$ cat config.mk
export PLATFORM = sky130hd
export DESIGN_NAME = rgb_level_scan_flat
export DESIGN_NICKNAME = d
export VERILOG_FILES = /design/src/rtl/rgb_scan_pkg.sv /design/src/rtl/rgb_level_scan_if.sv /design/src/rtl/rgb_level_scan_btn_conditioner.sv /design/src/rtl/rgb_level_scan.sv /design/src/flat_wrapper.sv
export SDC_FILE = /design/constraint.sdc
export NUM_CORES = 1
export LEC_CHECK = 0
export ABC_CLOCK_PERIOD_IN_PS = 5650
export BUFFER_PORTS_ARGS = -buffer_cell sky130_fd_sc_hd__buf_4
export CAP_MARGIN = 20
export CORE_MARGIN = 2
export CORE_UTILIZATION = 45
export CTS_BUF_LIST = sky130_fd_sc_hd__clkbuf_8
export DETAILED_ROUTE_END_ITERATION = 7
export SLEW_MARGIN = 15
export SYNTH_ARGS = -nofsm -noshare
export SYNTH_HDL_FRONTEND = slang
export SYNTH_SLANG_ARGS = --single-unit
$ cat constraint.sdc
create_clock -name clk -period 5.65 [get_ports clk]
set_input_delay 0.565 -clock clk [delete_from_list [all_inputs] [get_ports clk]]
set_output_delay 0.565 -clock clk [all_outputs]
set_load 0.01 [all_outputs]
$ cat src/rtl/rgb_scan_pkg.sv
// rtl/rgb_scan_pkg.sv - shared codes, level type and step helpers for rgb_level_scan
package rgb_scan_pkg;

  localparam int LEVEL_W = 4;

  typedef logic [LEVEL_W-1:0] level_t;

  typedef enum logic [1:0] {
    SLOT_BLANK = 2'b00,
    SLOT_R     = 2'b01,
    SLOT_G     = 2'b10,
    SLOT_B     = 2'b11
  } slot_t;

  typedef enum logic [1:0] {
    CH_R = 2'b00,
    CH_G = 2'b01,
    CH_B = 2'b10
  } ch_t;

  // Compare before the add/subtract so a level can never wrap.
  function automatic level_t level_step(level_t v, logic up, logic dn, level_t max);
    level_t r;
    r = v;
    if (up && !dn && (v < max)) begin
      r = v + level_t'(1);
    end else if (dn && !up && (v != '0)) begin
      r = v - level_t'(1);
    end
    return r;
  endfunction

  function automatic ch_t ch_next(ch_t c);
    ch_t r;
    case (c)
      CH_R:    r = CH_G;
      CH_G:    r = CH_B;
      default: r = CH_R;
    endcase
    return r;
  endfunction

  function automatic slot_t slot_next(slot_t s);
    slot_t r;
    case (s)
      SLOT_BLANK: r = SLOT_R;
      SLOT_R:     r = SLOT_G;
      SLOT_G:     r = SLOT_B;
      default:    r = SLOT_BLANK;
    endcase
    return r;
  endfunction

endpackage

$ cat src/rtl/rgb_level_scan_if.sv
// rtl/rgb_level_scan_if.sv - button inputs and scan-mux outputs of rgb_level_scan
interface rgb_level_scan_if;
  import rgb_scan_pkg::*;

  logic               btn_sel;
  logic               btn_up;
  logic               btn_down;
  logic [1:0]         control;
  logic [LEVEL_W-1:0] R;
  logic [LEVEL_W-1:0] G;
  logic [LEVEL_W-1:0] B;
  logic [1:0]         sel;

  modport master (
    output btn_sel, btn_up, btn_down,
    input  control, R, G, B, sel
  );

  modport slave (
    input  btn_sel, btn_up, btn_down,
    output control, R, G, B, sel
  );

endinterface

$ cat src/rtl/rgb_level_scan_btn_conditioner.sv
// rtl/rgb_level_scan_btn_conditioner.sv - synchronize, debounce and one-pulse a raw button
module btn_conditioner #(
  parameter int DEB_LEN = 4
) (
  input  logic clk,
  input  logic rst_n,
  input  logic btn_raw,
  output logic pulse
);

  logic [1:0]         sync_q;
  logic [DEB_LEN-1:0] shift_q;
  logic [DEB_LEN+1:0] fill_q;
  logic               level_q;
  logic               prev_q;
  logic               armed_q;

  // armed_q stays low until a genuine all-low window is observed after reset,
  // so a button held through reset cannot fire until it is released first.
  always_ff @(posedge clk or negedge rst_n) begin
    if (!rst_n) begin
      sync_q  <= '0;
      shift_q <= '0;
      fill_q  <= '0;
      level_q <= 1'b0;
      prev_q  <= 1'b0;
      armed_q <= 1'b0;
    end else begin
      sync_q  <= {sync_q[0], btn_raw};
      shift_q <= {shift_q[DEB_LEN-2:0], sync_q[1]};
      fill_q  <= {fill_q[DEB_LEN:0], 1'b1};
      prev_q  <= level_q;
      if (&shift_q) begin
        level_q <= 1'b1;
      end else if (~|shift_q) begin
        level_q <= 1'b0;
      end
      if (fill_q[DEB_LEN+1] && (~|shift_q)) begin
        armed_q <= 1'b1;
      end
    end
  end

  assign pulse = level_q & ~prev_q & armed_q;

endmodule

$ cat src/rtl/rgb_level_scan.sv
// rtl/rgb_level_scan.sv - RGB level editor and digit-slot generator feeding the scan mux
module rgb_level_scan
  import rgb_scan_pkg::*;
#(
  parameter int SCAN_DIV  = 50000,
  parameter int DEB_LEN   = 4,
  parameter int MAX_LEVEL = 15
) (
  input  logic             clk,
  input  logic             rst_n,
  rgb_level_scan_if.slave  bus
);

  localparam int     CNT_W   = (SCAN_DIV > 2) ? $clog2(SCAN_DIV) : 1;
  localparam level_t LVL_MAX = level_t'(MAX_LEVEL);

  logic p_sel, p_up, p_dn;

  btn_conditioner #(.DEB_LEN(DEB_LEN)) u_sel (
    .clk(clk), .rst_n(rst_n), .btn_raw(bus.btn_sel), .pulse(p_sel)
  );
  btn_conditioner #(.DEB_LEN(DEB_LEN)) u_up (
    .clk(clk), .rst_n(rst_n), .btn_raw(bus.btn_up), .pulse(p_up)
  );
  btn_conditioner #(.DEB_LEN(DEB_LEN)) u_dn (
    .clk(clk), .rst_n(rst_n), .btn_raw(bus.btn_down), .pulse(p_dn)
  );

  logic [CNT_W-1:0] cnt_q;
  logic             wrap;
  slot_t            slot_q, slot_d;

  assign wrap = (cnt_q == CNT_W'(SCAN_DIV - 1));

  always_ff @(posedge clk or negedge rst_n) begin
    if (!rst_n) begin
      cnt_q  <= '0;
      slot_q <= SLOT_BLANK;
    end else begin
      cnt_q  <= wrap ? '0 : cnt_q + CNT_W'(1);
      slot_q <= slot_d;
    end
  end

  always_comb begin
    slot_d = slot_q;
    if (wrap) begin
      slot_d = slot_next(slot_q);
    end
  end

  always_comb begin
    bus.control = slot_q;
  end

  ch_t    sel_q;
  level_t r_q, g_q, b_q;

  // Level update uses the sel value from before this edge, even if sel advances too.
  always_ff @(posedge clk or negedge rst_n) begin
    if (!rst_n) begin
      sel_q <= CH_R;
      r_q   <= '0;
      g_q   <= '0;
      b_q   <= '0;
    end else begin
      case (sel_q)
        CH_R:    r_q <= level_step(r_q, p_up, p_dn, LVL_MAX);
        CH_G:    g_q <= level_step(g_q, p_up, p_dn, LVL_MAX);
        CH_B:    b_q <= level_step(b_q, p_up, p_dn, LVL_MAX);
        default: ;
      endcase
      if (p_sel) begin
        sel_q <= ch_next(sel_q);
      end
    end
  end

  assign bus.R   = r_q;
  assign bus.G   = g_q;
  assign bus.B   = b_q;
  assign bus.sel = sel_q;

endmodule

$ cat src/flat_wrapper.sv
// flat-port wrapper written by rule: the top's interface ports become plain ports
module rgb_level_scan_flat import rgb_scan_pkg::*;
#(
  parameter int SCAN_DIV  = 50000,
  parameter int DEB_LEN   = 4,
  parameter int MAX_LEVEL = 15
)
  (clk, rst_n, bus_btn_sel, bus_btn_up, bus_btn_down, bus_control, bus_R, bus_G, bus_B, bus_sel);
  rgb_level_scan_if bus_i ();
  input  logic clk;
  input  logic rst_n;
  input wire logic [$bits(bus_i.btn_sel)-1:0] bus_btn_sel;
  input wire logic [$bits(bus_i.btn_up)-1:0] bus_btn_up;
  input wire logic [$bits(bus_i.btn_down)-1:0] bus_btn_down;
  output wire logic [$bits(bus_i.control)-1:0] bus_control;
  output wire logic [$bits(bus_i.R)-1:0] bus_R;
  output wire logic [$bits(bus_i.G)-1:0] bus_G;
  output wire logic [$bits(bus_i.B)-1:0] bus_B;
  output wire logic [$bits(bus_i.sel)-1:0] bus_sel;
  assign bus_i.btn_sel = bus_btn_sel;
  assign bus_i.btn_up = bus_btn_up;
  assign bus_i.btn_down = bus_btn_down;
  assign bus_control = bus_i.control;
  assign bus_R = bus_i.R;
  assign bus_G = bus_i.G;
  assign bus_B = bus_i.B;
  assign bus_sel = bus_i.sel;
  rgb_level_scan #(.SCAN_DIV(SCAN_DIV), .DEB_LEN(DEB_LEN), .MAX_LEVEL(MAX_LEVEL)) u_core (.clk(clk), .rst_n(rst_n), .bus(bus_i));
endmodule
After elaboration in Yosys (flattened, before gate mapping)
Index checks and enable logic that the tools add are counted.
{ "word_totals": {"output_inout_bits": 16, "ff_bits": 77} }
{ "op_classes": {"magnitude_cmp": 3, "n_bitwise": 9, "addsub": 7, "n_reduce_logical": 33, "mux": 15, "n_eq_ne": 8} }
{ "op_table": {"columns": ["op", "count"], "rows": [
  ["4-bit two-way mux", 6],
  ["16-bit by 1-bit adder with 16-bit output, second input constant", 1],
  ["16-bit == test, second input constant", 1],
  ["16-bit two-way mux", 1],
  ["4-bit by 1-bit adder with 4-bit output, second input constant", 3],
  ["4-bit < comparator, second input constant", 3],
  ["4-bit AND reduction", 3],
  ["4-bit nonzero test", 3],
  ["4-bit OR reduction", 3],
  ["4-bit by 1-bit subtractor with 4-bit output, second input constant", 3],
  ["1-bit logical AND", 11],
  ["1-bit AND", 6],
  ["1-bit two-way mux", 6],
  ["2-bit != test, second input constant", 3],
  ["2-bit case mux with 3 select lines", 1],
  ["2-bit AND reduction", 3],
  ["2-bit nonzero test", 3],
  ["1-bit zero test", 5],
  ["2-bit by 1-bit == test with 1-bit output, second input constant", 2],
  ["2-bit == test, second input constant", 2],
  ["2-bit zero test", 2],
  ["2-bit case mux with 2 select lines", 1],
  ["1-bit inverter", 3]
]} }

Logic depth before layout (Yosys ltp)
{ "logic_depth": {"ltp_word": 8, "depth_mapped": 8, "ltp_nobuf": 8} }

By module
From an unflattened synthesis, not the netlist that was laid out.
{ "unflattened": {"hier_cells": 236, "hier_area_um2": 3079.2} }
{ "by_module_without_submodules": {"columns": ["mod", "n_inst", "cells_per_inst", "area_per_inst_um2"], "rows": [
  ["rgb_level_scan", 1, 164, 1810.5],
  ["btn_conditioner", 3, 24, 422.9]
]} }

Worst setup path after synthesis
OpenSTA, ideal clock, no wires.
{ "synth_timing": {"kind": "reg-to-reg", "from": "register u_core.u_up.prev_q", "to": "register u_core.g_q[3], in the netlist u_core.bus.G[3]", "arrival_time_ns": 1.784, "path_stages_with_launch": 8, "setup_slack_ns": 3.787, "period_less_slack_ns": 1.863, "n_path_buf": 0, "cell_sequence": "dfrtp_1 > and3b_1 > nand3_1 > ha_1 > nand3_1 > a21o_1 > o22ai_1 > xor2_1"} }
{ "synth_between": {"elab_chain_len": 8, "word_cells_on_any_way": 11, "classes_between": "mux (1); bitwise (3); reduce/logical (7)"} }
{ "synth_lines": {"columns": ["item", "line", "text"], "rows": [
  ["start: declaration", "rgb_level_scan_btn_conditioner.sv:15", "logic prev_q;"],
  ["start signal: assignment", "rgb_level_scan_btn_conditioner.sv:32", "prev_q <= level_q;"],
  ["1-bit inverter (*)", "rgb_level_scan_btn_conditioner.sv:44", "assign pulse = level_q & ~prev_q & armed_q;"],
  ["1-bit AND (*) (2 in series)", "rgb_level_scan_btn_conditioner.sv:44", null],
  ["1-bit zero test", "rgb_scan_pkg.sv:27", "end else if (dn && !up && (v != '0)) begin"],
  ["1-bit logical AND (2 in series)", "rgb_scan_pkg.sv:27", null],
  ["2-bit nonzero test (no source line)", null, null],
  ["2-bit AND reduction (no source line)", null, null],
  ["end signal: assignment", "rgb_level_scan.sv:69", "CH_G: g_q <= level_step(g_q, p_up, p_dn, LVL_MAX);"],
  ["end: declaration", "rgb_level_scan.sv:57", "level_t r_q, g_q, b_q;"]
]} }
Every way passes the cells marked *; elsewhere a longest branch is shown, timed or not.
A chain may end at the register's enable or synchronous reset.

Worst setup path in the final report
{ "layout_timing": {"from": "register u_core.u_up.level_q", "to": "register u_core.g_q[3], in the netlist u_core.bus.G[3]"} }
{ "layout_between": {"elab_chain_len": 7, "word_cells_on_any_way": 10, "classes_between": "mux (1); bitwise (2); reduce/logical (7)"} }
{ "layout_lines": {"columns": ["item", "line", "text"], "rows": [
  ["start: declaration", "rgb_level_scan_btn_conditioner.sv:14", "logic level_q;"],
  ["start signal: assignment", "rgb_level_scan_btn_conditioner.sv:25", "level_q <= 1'b0;"],
  ["start signal: assignment", "rgb_level_scan_btn_conditioner.sv:34", "level_q <= 1'b1;"],
  ["start signal: assignment", "rgb_level_scan_btn_conditioner.sv:36", "level_q <= 1'b0;"],
  ["1-bit AND (*) (2 in series)", "rgb_level_scan_btn_conditioner.sv:44", null],
  ["1-bit zero test", "rgb_scan_pkg.sv:27", null],
  ["1-bit logical AND (2 in series)", "rgb_scan_pkg.sv:27", null],
  ["2-bit nonzero test (no source line)", null, null],
  ["2-bit AND reduction (no source line)", null, null]
]} }
Marks and branches as above.

==> flow_summary_export.csv <==
group,metric,value,unit
placed_design,portBuffers,20,
layout,multiInputGateArea,1050,um2
setup_path,arrival,2.31,ns
timing,setup_tns,0,ns
global_route,antenna_found_initial,0,
power,comb_power_share,0.238,
timing,finalSetupViolations,0,
layout,fillers,518,
detailed_routing,totalWireLength,4230,um
clocking,cts_tree,"yes",
synthesis,synth_fa_ha_area_frac,0.0684,
die,die-area,6660,um2
clocking,numCtsBuffers,9,
clocking,ctsLongestPathBuffers,2,
power,cellLeakagePower,1.39,nW
synthesis,syn_inst,212,
timing,period_share,0.363,
timing,skew,0.00773,ns
synthesis,ys.flop_type,"dfrtp_1",
global_route,overflow,0,
synthesis,ys_ff_latch,65,
clocking,cts-resized-gates,0,
detailed_routing,drc,0,
setup_path,endpoint_kind,"flip-flop",
synthesis,synth_warnings,0,
synthesis,synth-edff-count,0,
setup_path,criticalPathCategory,"flip-flop to flip-flop",
setup_path,critPathMaxFanout,6,
placed_design,dp_hpwl,2850,um
setup_path,crit_required,5.91,ns
setup_path,cp_cell_sequence,"and3b_1 > nand3_1 > ha_1 > nand3_1 > a21o_1 > o22ai_1 > xor2_1",
die,io_pins,21,
detailed_routing,firstDrtPassIters,4,
power,peakVddDrop,203,uV
detailed_routing,detail-route-antenna-nets,0,
synthesis,yosys.area.top_type,"dfrtp_1",
timing,max_clock_freq,488,MHz
clocking,cts_sinks,65,
clocking,post_cts_buffers,0,
synthesis,synth_top_cell_area_share,0.600,
global_route,grt_pass1_wl,7370,um
status,status,"finished clean",
synthesis,avgSynthCellArea,12.8,um2
die,core-area,5890,um2
clocking,root_buffer,"clkbuf_8",
global_route,grt_start_max_net_pins,66,
clocking,cts_hold_buffers,0,
setup_path,path_common_cell,"nand3_1",
synthesis,synth.most_common_cell,"dfrtp_1",
timing,max_slew.worst_pin.slew,0.790,ns
detailed_routing,drt_first_iter_violations,52,
clocking,clkTransAtPathRegs,0.07,ns
power,power_switching,0.405,mW
clocking,htreeDepth,3,
layout,finalNetCount,261,
die,die_w,81.6,um
layout,diodes,0,
synthesis,synthXorXnorAreaFrac,0.0744,
placed_design,globalplace.congestion,0.781,
synthesis,synth_top_family_by_area,"simple AND/OR/NAND/NOR gates",
synthesis,synth-simple-area-share,0.147,
hold_path,hp-class,"input pin to async pin",
detailed_routing,num_vias,1659,
layout,area_growth,15.4,%
detailed_routing,post_drt_wl_per_cell,13.1,um
synthesis,synth_cell_types,36,
setup_path,crit_path_start_kind,"flip-flop",
run,cap_violations,0,
global_route,grt_pass1_vias,1630,
power,p_total,1.24,mW
global_route,grt_util_all_layers,0.150,
timing,max_slew_margin,0.473,
synthesis,synth-compound-area-share,0.0605,
timing,rsz0062_at_grt,"no",
die,die_height,81.6,um
layout,layout-drive-gt1-share,0.165,
synthesis,muxShareOfSynthArea,0.0370,
synthesis,synth_area,2710,um2
synthesis,postSynth.asyncResetShare,1.00,
power,clockPowerShare,0.272,
power,power.share.switching,0.325,
power,p_int,0.840,mW
setup_path,path_buf_inv,0,
layout,utilization,0.531,
synthesis,synth_area_leaders,"dfrtp_1, ha_1, xor2_1, xnor2_1, mux2_1",
die,row_count,28,
setup_path,cpPeakStageDelay,0.42,ns
setup_path,crit_family,"simple AND/OR/NAND/NOR gates",
clocking,clk_latency,0.34,ns
setup_path,cp_slowest_cell,"ha_1",
layout,seq_area,1630,um2
timing,hold_violations,0,
synthesis,ys_top_cells_by_count,"dfrtp_1, nor2_1, xor2_1",
synthesis,yosysSeqAreaShare,0.600,
die,start_util,0.460,
power,powerDensity,398,nW/um2
power,p_seq_frac,0.490,
timing,slew_violations,0,
timing,finalCriticalPeriod,2.05,ns
synthesis,synth_nets,230,
detailed_routing,viasPerCell,5.14,
## cells in the final DEF (no fill, tap or decap), types with 3 or more instances in the layout
cell type	count
a21oi_1	6
a31oi_1	3
buf_4	21
clkbuf_8	9
dfrtp_1	65
fa_1	3
ha_1	10
inv_1	7
mux2_1	8
nand2_1	4
nand2b_1	5
nand3_1	11
nand3b_1	4
nand4_1	8
nor2_1	17
nor3_1	5
nor4_1	6
o21bai_1	4
or3_1	3
xnor2_1	11
xor2_1	12
## cell type report
type | count | share of cell area
Sequential cell | 65 | 0.520
Multi-Input combinational cell | 140 | 0.337
Timing Repair Buffer | 21 | 0.0504
Clock buffer | 9 | 0.0396
Tap cell | 75 | 0.0300
Clock inverter | 7 | 0.0156
Inverter | 6 | 0.00721
## sequential cells by signal, indices dropped and copies added, names as in the netlist, 2 cells and up
signal                cells
u_core.u_sel.sync_q       2
u_core.u_sel.shift_q      4
u_core.u_up.sync_q        2
u_core.bus.B              4
u_core.cnt_q             16
u_core.bus.control        2
u_core.u_dn.shift_q       4
u_core.bus.R              4
u_core.u_up.shift_q       4
u_core.bus.sel            2
u_core.u_dn.sync_q        2
u_core.bus.G              4
u_core.u_sel.fill_q       5
## stage by stage
step | hold slack (ns) | setup slack, ns | cell area, um2 | std cells
global route | 0.303 | 3.39 | 3130 | 323
CTS | 0.311 | 3.59 | 3130 | 323
detailed placement | 0.335 | 3.61 | 2950 | 307
floorplan | 0.269 | 3.79 | 2710 | 212
finish | 0.289 | 3.60 | 3130 | 323
global placement | 0.332 | 3.66 | 2950 | 307
## kinds of logic (layout without fill, tap and decap cells)
logic type | Yosys count | count (layout)
xor gates and xnor gates | 23 | 23
AOI/OAI and AO/OA | 23 | 23
DFF | 65 | 65
muxes | 9 | 9
and+or+nand+nor | 71 | 71
other | 1 | 1
adders and majority gates | 13 | 13
buffers and inverters | 7 | 43
## final timing paths
kind,start,end,slack [ns],cells after the start
min in group clk,bus_btn_down,u_core.u_dn.sync_q[0],0.33,1
worst min register to register,u_core.u_sel.sync_q[1],u_core.u_sel.shift_q[0],0.35,0
worst max-delay path,u_core.u_up.level_q,u_core.bus.G[3],3.60,7
worst max register to register,u_core.u_up.level_q,u_core.bus.G[3],3.60,7
worst min-delay path,rst_n,u_core.bus.R[0],0.29,1
max in group asynchronous,rst_n,u_core.bus.G[2],4.82,1
## routing by layer
metal,part of all wire,GRT usage,vias to the layer above
li1,-,-,810
met1,0.47,0.189,804
met2,0.46,0.232,36
met3,0.047,0.0495,9
met4,0.022,0.0800,0
met5,0,0,-
## power groups by stage
stage | logic (mW) | registers [mW] | clock network (mW)
2_1_floorplan | 0.169 | 0.620 | 0
3_3_place_gp | 0.295 | 0.617 | 0
3_5_place_dp | 0.301 | 0.620 | 0
4_1_cts | 0.303 | 0.612 | 0.354
5_1_grt | 0.337 | 0.623 | 0.375
6_report | 0.296 | 0.610 | 0.338
No activity file was read; power rests on OpenSTA's default activity.
